[src/rtl/top_002_pkg.sv]
// top_002_pkg: shared definitions for the COA teaching CPU.
// Provides the opcode encoding, ROM geometry, the default program image
// (as a lookup function) and the active-low seven-segment glyph table.
package top_002_pkg;

  localparam int ROM_DEPTH = 16;
  localparam int ROM_WIDTH = 8;
  localparam int PC_WIDTH  = 4;

  // Opcodes 9..E are unassigned and execute as NOP.
  typedef enum logic [3:0] {
    OP_NOP = 4'h0,
    OP_LDI = 4'h1,
    OP_IN  = 4'h2,
    OP_OUT = 4'h3,
    OP_ADD = 4'h4,
    OP_SUB = 4'h5,
    OP_AND = 4'h6,
    OP_JMP = 4'h7,
    OP_JZ  = 4'h8,
    OP_HLT = 4'hF
  } opcode_e;

  // Default program: read switches, show them, then count up until the
  // accumulator wraps to zero and halt.
  function automatic logic [ROM_WIDTH-1:0] rom_word(input logic [PC_WIDTH-1:0] addr);
    logic [ROM_WIDTH-1:0] word;
    case (addr)
      4'd0:    word = 8'h20;  // IN
      4'd1:    word = 8'h30;  // OUT
      4'd2:    word = 8'h41;  // ADD 1
      4'd3:    word = 8'h30;  // OUT
      4'd4:    word = 8'h86;  // JZ 6
      4'd5:    word = 8'h72;  // JMP 2
      4'd6:    word = 8'hF0;  // HLT
      default: word = 8'h00;
    endcase
    return word;
  endfunction

  // Hex digit to active-low segments {dp,g,f,e,d,c,b,a}; dp stays dark.
  function automatic logic [7:0] seg_glyph(input logic [3:0] nibble);
    logic [7:0] seg;
    case (nibble)
      4'h0:    seg = 8'hC0;
      4'h1:    seg = 8'hF9;
      4'h2:    seg = 8'hA4;
      4'h3:    seg = 8'hB0;
      4'h4:    seg = 8'h99;
      4'h5:    seg = 8'h92;
      4'h6:    seg = 8'h82;
      4'h7:    seg = 8'hF8;
      4'h8:    seg = 8'h80;
      4'h9:    seg = 8'h90;
      4'hA:    seg = 8'h88;
      4'hB:    seg = 8'h83;
      4'hC:    seg = 8'hC6;
      4'hD:    seg = 8'hA1;
      4'hE:    seg = 8'h86;
      4'hF:    seg = 8'h8E;
      default: seg = 8'hFF;
    endcase
    return seg;
  endfunction

endpackage

[src/rtl/top_002_seg7_scan.sv]
// seg7_scan: multiplexed 4-digit seven-segment driver.
// Ports:
//   clk, rst      clock and synchronous active-high reset
//   nib0..nib3    hex nibbles for digits 0..3 (digit 0 is rightmost)
//   dis           active-low segments {dp,g,f,e,d,c,b,a}
//   cs            active-low digit selects, exactly one low
// The free-running counter is SCAN_BITS+2 wide; its top two bits pick the
// digit, so each digit is held for 2^SCAN_BITS clocks.
module seg7_scan
  import top_002_pkg::*;
#(
  parameter int SCAN_BITS = 2
) (
  input  logic       clk,
  input  logic       rst,
  input  logic [3:0] nib0,
  input  logic [3:0] nib1,
  input  logic [3:0] nib2,
  input  logic [3:0] nib3,
  output logic [7:0] dis,
  output logic [3:0] cs
);

  localparam int CW = SCAN_BITS + 2;
  localparam logic [CW-1:0] CNT_ZERO = {CW{1'b0}};
  localparam logic [CW-1:0] CNT_ONE  = {{(CW-1){1'b0}}, 1'b1};

  logic [CW-1:0] cnt_r;
  logic [1:0]    sel_s;
  logic [3:0]    nib_s;

  assign sel_s = cnt_r[CW-1 -: 2];

  // Scan counter: cleared by reset, otherwise free-running and wrapping.
  always_ff @(posedge clk) begin
    if (rst) begin
      cnt_r <= CNT_ZERO;
    end else begin
      cnt_r <= cnt_r + CNT_ONE;
    end
  end

  // Digit mux and segment decode straight from the counter, no extra latency.
  always_comb begin
    cs    = 4'b1110;
    nib_s = nib0;
    case (sel_s)
      2'd0: begin cs = 4'b1110; nib_s = nib0; end
      2'd1: begin cs = 4'b1101; nib_s = nib1; end
      2'd2: begin cs = 4'b1011; nib_s = nib2; end
      2'd3: begin cs = 4'b0111; nib_s = nib3; end
      default: begin cs = 4'b1110; nib_s = nib0; end
    endcase
    dis = seg_glyph(nib_s);
  end

endmodule

[src/rtl/top_002.sv]
// top_002: FPGA board top of the COA teaching CPU, an 8-bit single-cycle
// accumulator machine running from a 16-word constant ROM.
// Ports:
//   CLK    system clock, rising edge
//   RST    synchronous active-high reset
//   Data   8-bit switch bank, read only by IN
//   Dis    active-low segments {dp,g,f,e,d,c,b,a}
//   Cs     active-low digit selects (ACC lo, ACC hi, PC, opcode)
//   LED    output register written by OUT
module top_002
  import top_002_pkg::*;
#(
  parameter int SCAN_BITS = 2
) (
  input  logic       CLK,
  input  logic       RST,
  input  logic [7:0] Data,
  output logic [7:0] Dis,
  output logic [3:0] Cs,
  output logic [7:0] LED
);

  logic [PC_WIDTH-1:0]  pc_r;
  logic [7:0]           acc_r;
  logic                 z_r;
  logic                 halt_r;
  logic [7:0]           led_r;

  logic [ROM_WIDTH-1:0] instr_s;
  logic [3:0]           op_s;
  logic [7:0]           imm_s;
  logic [PC_WIDTH-1:0]  pc_nxt_s;
  logic [7:0]           acc_nxt_s;
  logic                 z_nxt_s;
  logic                 halt_nxt_s;
  logic [7:0]           led_nxt_s;

  assign instr_s = rom_word(pc_r);
  assign op_s    = instr_s[7:4];
  assign imm_s   = {4'h0, instr_s[3:0]};

  // Next-state for one instruction; a halted machine simply holds everything.
  always_comb begin
    pc_nxt_s   = pc_r + 4'd1;
    acc_nxt_s  = acc_r;
    z_nxt_s    = z_r;
    halt_nxt_s = halt_r;
    led_nxt_s  = led_r;
    if (halt_r) begin
      pc_nxt_s = pc_r;
    end else begin
      case (op_s)
        OP_LDI: begin
          acc_nxt_s = imm_s;
          z_nxt_s   = (imm_s == 8'h00);
        end
        OP_IN: begin
          acc_nxt_s = Data;
          z_nxt_s   = (Data == 8'h00);
        end
        OP_OUT: begin
          led_nxt_s = acc_r;
        end
        OP_ADD: begin
          acc_nxt_s = acc_r + imm_s;
          z_nxt_s   = ((acc_r + imm_s) == 8'h00);
        end
        OP_SUB: begin
          acc_nxt_s = acc_r - imm_s;
          z_nxt_s   = ((acc_r - imm_s) == 8'h00);
        end
        OP_AND: begin
          acc_nxt_s = acc_r & imm_s;
          z_nxt_s   = ((acc_r & imm_s) == 8'h00);
        end
        OP_JMP: begin
          pc_nxt_s = instr_s[3:0];
        end
        OP_JZ: begin
          if (z_r) begin
            pc_nxt_s = instr_s[3:0];
          end else begin
            pc_nxt_s = pc_r + 4'd1;
          end
        end
        OP_HLT: begin
          // PC stays on the HLT so the display keeps pointing at it.
          pc_nxt_s   = pc_r;
          halt_nxt_s = 1'b1;
        end
        default: begin
          pc_nxt_s = pc_r + 4'd1;
        end
      endcase
    end
  end

  // Architectural state register with synchronous reset.
  always_ff @(posedge CLK) begin
    if (RST) begin
      pc_r   <= 4'd0;
      acc_r  <= 8'h00;
      z_r    <= 1'b0;
      halt_r <= 1'b0;
      led_r  <= 8'h00;
    end else begin
      pc_r   <= pc_nxt_s;
      acc_r  <= acc_nxt_s;
      z_r    <= z_nxt_s;
      halt_r <= halt_nxt_s;
      led_r  <= led_nxt_s;
    end
  end

  assign LED = led_r;

  seg7_scan #(
    .SCAN_BITS(SCAN_BITS)
  ) u_scan (
    .clk  (CLK),
    .rst  (RST),
    .nib0 (acc_r[3:0]),
    .nib1 (acc_r[7:4]),
    .nib2 (pc_r),
    .nib3 (op_s),
    .dis  (Dis),
    .cs   (Cs)
  );

endmodule

[config.mk]
export PLATFORM = sky130hd
export DESIGN_NAME = top_002
export DESIGN_NICKNAME = d
export VERILOG_FILES = /design/src/rtl/top_002_pkg.sv /design/src/rtl/top_002_seg7_scan.sv /design/src/rtl/top_002.sv
export SDC_FILE = /design/constraint.sdc
export NUM_CORES = 1
export LEC_CHECK = 0
export ABC_AREA = 0
export CORE_ASPECT_RATIO = 0.75
export CORE_UTILIZATION = 50
export CTS_CLUSTER_SIZE = 28
export DETAILED_ROUTE_END_ITERATION = 12
export HOLD_SLACK_MARGIN = 0.05
export PLACE_DENSITY = 0.74
export SYNTH_ARGS = -nofsm -noshare
export SYNTH_HDL_FRONTEND = slang
export SYNTH_SLANG_ARGS = --single-unit
[constraint.sdc]
create_clock -name CLK -period 6.4 [get_ports CLK]
set_input_delay 0.64 -clock CLK [delete_from_list [all_inputs] [get_ports CLK]]
set_output_delay 0.64 -clock CLK [all_outputs]
set_load 0.02 [all_outputs]
==> results.toml <==
[run]
cap_violations = 0

[synthesis]
synth_mux_area_share_pct = 13.3
yosys.area_share.simple_pct = 22.8
synth_fa_ha_area_share_pct = 11.0
synth.avg_cell_area_sq_um = 8.69
yosysSeqAreaShare_pct = 24.5
netlist_instances = 244
syn_area_sq_mm = 0.00212
synth_ff_type = "dfxtp_1"
synth_compound_area_share_pct = 17.8
synth_top_family_by_area = "simple AND/OR/NAND/NOR gates"
ys_seq_elements = 26
ys_warn_count = 0
synth.distinct_cells = 58
async_flop_share_pct = 0
synth_edf_count = 0
syn-num-nets = 272
synth_xor_xnor_area_share_pct = 3.30

[floorplan]
ios = 30
initial_core_util_pct = 52.3
fp.coreArea_sq_mm = 0.00405
fp.dieH_um = 58.4
fp-row-count = 20
dieArea_sq_mm = 0.00451
die_w_um = 77.2

[routing]
firstDrtPassIters = 5
num_vias = 1848
drc = 0
viasPerCell = 5.89
avgRoutedWirePerCell_um = 15.8
first_iter_violations = 148
wl_mm = 4.97
antenna_left = 0

[place]
placedCellCount = 310
dp_hpwl_mm = 3.55
place.gp.congestion = 0.889
dp_slack_ns = 2.46
port_buffers = 28

[timing]
clock_skew_ns = 0.00655
fmax_ghz = 0.233
fin_ws_ns = 2.10
rsz0062_at_grt = "false"
drv_slew = 0
fin_crit_sh_pct = 67.2
finalHoldViolCount = 0
max_slew_margin_pct = 31.7
setup_tns_ns = 0
fin_crit_ns = 4.30
finalSetupViolCount = 0
tightest_slew_ns = 1.02

[global_routing]
antenna_found_initial = 0
grt_pass1_vias = 1671
grt_pass1_wl_mm = 8.12
grt_max_degree = 28
grt_overflow_total = 0
grt_usage_pct = 22.6

[clock_network]
clock_path_buffers = 2
tritoncts.num_buffers = 3
h-tree-depth = 1
post_cts_buffers = 0
cts_resized = 0
cts_sinks = 26
clkLatencyLatePin_ns = 0.28
cts_hold_buf = 0
clk_pin_slew_ns = 0.10
cts_root_buf = "clkbuf_8"
cts_tree = "done"

[power]
power_leakage_nw = 0.909
pwr-share-clk_pct = 14.2
seq_power_share_pct = 25.3
swShare_pct = 44.8
combPwrFrac_pct = 60.5
power_mw = 0.984
switchingPower_mw = 0.441
ir_drop_v = 0.000178
power_density_mw_per_mm2 = 402
cell_internal_pwr_mw = 0.543

[setup_path]
crit_type = "flop to primary output"
crit_fanout = 12
crit_arrival_ns = 3.66
reg2reg_slack_ns = 2.98
path_cells = "inv_1, ha_1, or3_1, a21oi_1, nor2_1, mux4_2, inv_1, ha_1, mux2i_1, o2bb2ai_1, clkdlybuf4s50_1"
cp-end-kind = "primary output"
critPathLaunchType = "flop"
cp.required_ns = 5.76
max_stage_delay_ns = 0.62
crit_slowest_cell = "clkdlybuf4s50_1"

[layout]
diodes = 0
drive_above_1_share_pct = 8.11
finalNonFillerCells = 314
synthToLayoutAreaGrowth_pct = 15.3
fin_nets = 288
fillers = 391

[outcome]
status = "finished, final reports clean"

[worst_hold_path]
hp-class = "flop to flop"
==> kinds of logic (layout without fill, tap and decap cells) <==
logic type                 count (synthesis)  after routing
buffers and inverters                     32             47
other                                      1              1
adders and majority gates                 18             18
DFF                                       26             26
AOI/OAI and AO/OA                         52             52
muxes                                     24             24
and+or+nand+nor                           83             83
xor gates and xnor gates                   8              8
==> synthesized netlist by cell type (4+ instances only) <==
library cell  number  share of area, %
buf_2              4              0.94
clkbuf_1           9               1.6
dfxtp_1           26                25
inv_1             15               2.7
nand2b_1           7               2.1
a21oi_1            8               1.9
nor2_1            30               5.3
xnor2_1            5               2.1
nand2_1            9               1.6
ha_1              17                10
a211oi_1           6               2.1
o21ai_0            7               1.7
o22ai_1            4               1.2
mux2i_1           18               8.5
nor2b_1            6               1.8
nor3_1             7               1.7
==> cell usage in the layout (no fill, tap or decap), drive strengths merged, types with 3 or more instances in the layout <==
cell type	n
nor2	31
clkdlybuf4s50	28
dfxtp	26
mux2i	18
ha	17
inv	15
nand2	9
a21oi	9
nand2b	7
o21ai	7
nor3	7
nor2b	7
a211oi	6
xnor2	5
o22ai	4
or2	4
nor4	4
mux4	3
mux2	3
o2bb2ai	3
xor2	3
clkbuf	3
==> metal layers <==
layer | GRT usage [%] | part of all wire, % | vias up
met2 | 35.9 | 41 | 67
met4 | 2.16 | 0.48 | 0
li1 | - | - | 896
met5 | 0 | 0 | -
met3 | 4.03 | 8.3 | 6
met1 | 33.2 | 50 | 879
==> path summary, 6_finish.rpt <==
check                   from         endpoint  cells after the start
max                  pc_r[0]           Dis[4]                     11
min          u_scan.cnt_r[0]  u_scan.cnt_r[0]                      1
max reg2reg          pc_r[0]         acc_r[7]                     10
min reg2reg  u_scan.cnt_r[0]  u_scan.cnt_r[0]                      1
==> worst max-delay path, delay by kind of cell (launching register included) <==
| kind | cells | cell delay, ns |
|---|---|---|
| buffers and inverters | 3 | 0.88 |
| muxes | 2 | 0.68 |
| adders and majority gates | 2 | 0.64 |
| DFF | 1 | 0.42 |
| and+or+nand+nor | 2 | 0.41 |
| AOI/OAI and AO/OA | 2 | 0.33 |
==> stage by stage <==
stage	cell area, sq um	utilization (%)	hold WS, ns
2_1_floorplan	2120	-	0.418
3_5_place_dp	2370	58.6	0.449
3_3_place_gp	2370	58.6	0.436
6_report	2450	60.3	0.467
4_1_cts	2450	60.3	0.467
5_1_grt	2450	60.3	0.493
==> layout make-up <==
type / instances / area, sq um / area share, %
multi-input combinational: 186 / 1450 / 59.2
clock inverter: 1 / 30.0 / 1.23
clock buffer: 3 / 41.3 / 1.69
tap: 55 / 68.8 / 2.81
inverter: 15 / 56.3 / 2.30
sequential: 26 / 520 / 21.3
timing repair buffer: 28 / 280 / 11.5
==> power groups by stage <==
| stage | combinational (mW) | sequential [mW] | clock (mW) |
|---|---|---|---|
| final | 0.595 | 0.249 | 0.140 |
| after global routing | 0.649 | 0.255 | 0.148 |
| after CTS | 0.590 | 0.248 | 0.142 |
| after detailed placement | 0.584 | 0.252 | 0 |
| after global placement | 0.580 | 0.251 | 0 |
| after floorplan | 0.455 | 0.234 | 0 |
==> registers in the layout, summed over array words and instances (netlist names) <==
signal	flops
acc_r	8
pc_r	4
u_scan.cnt_r	4
z_r	1
halt_r	1
LED	8
Note: power is estimated with default switching activity, not from simulation.
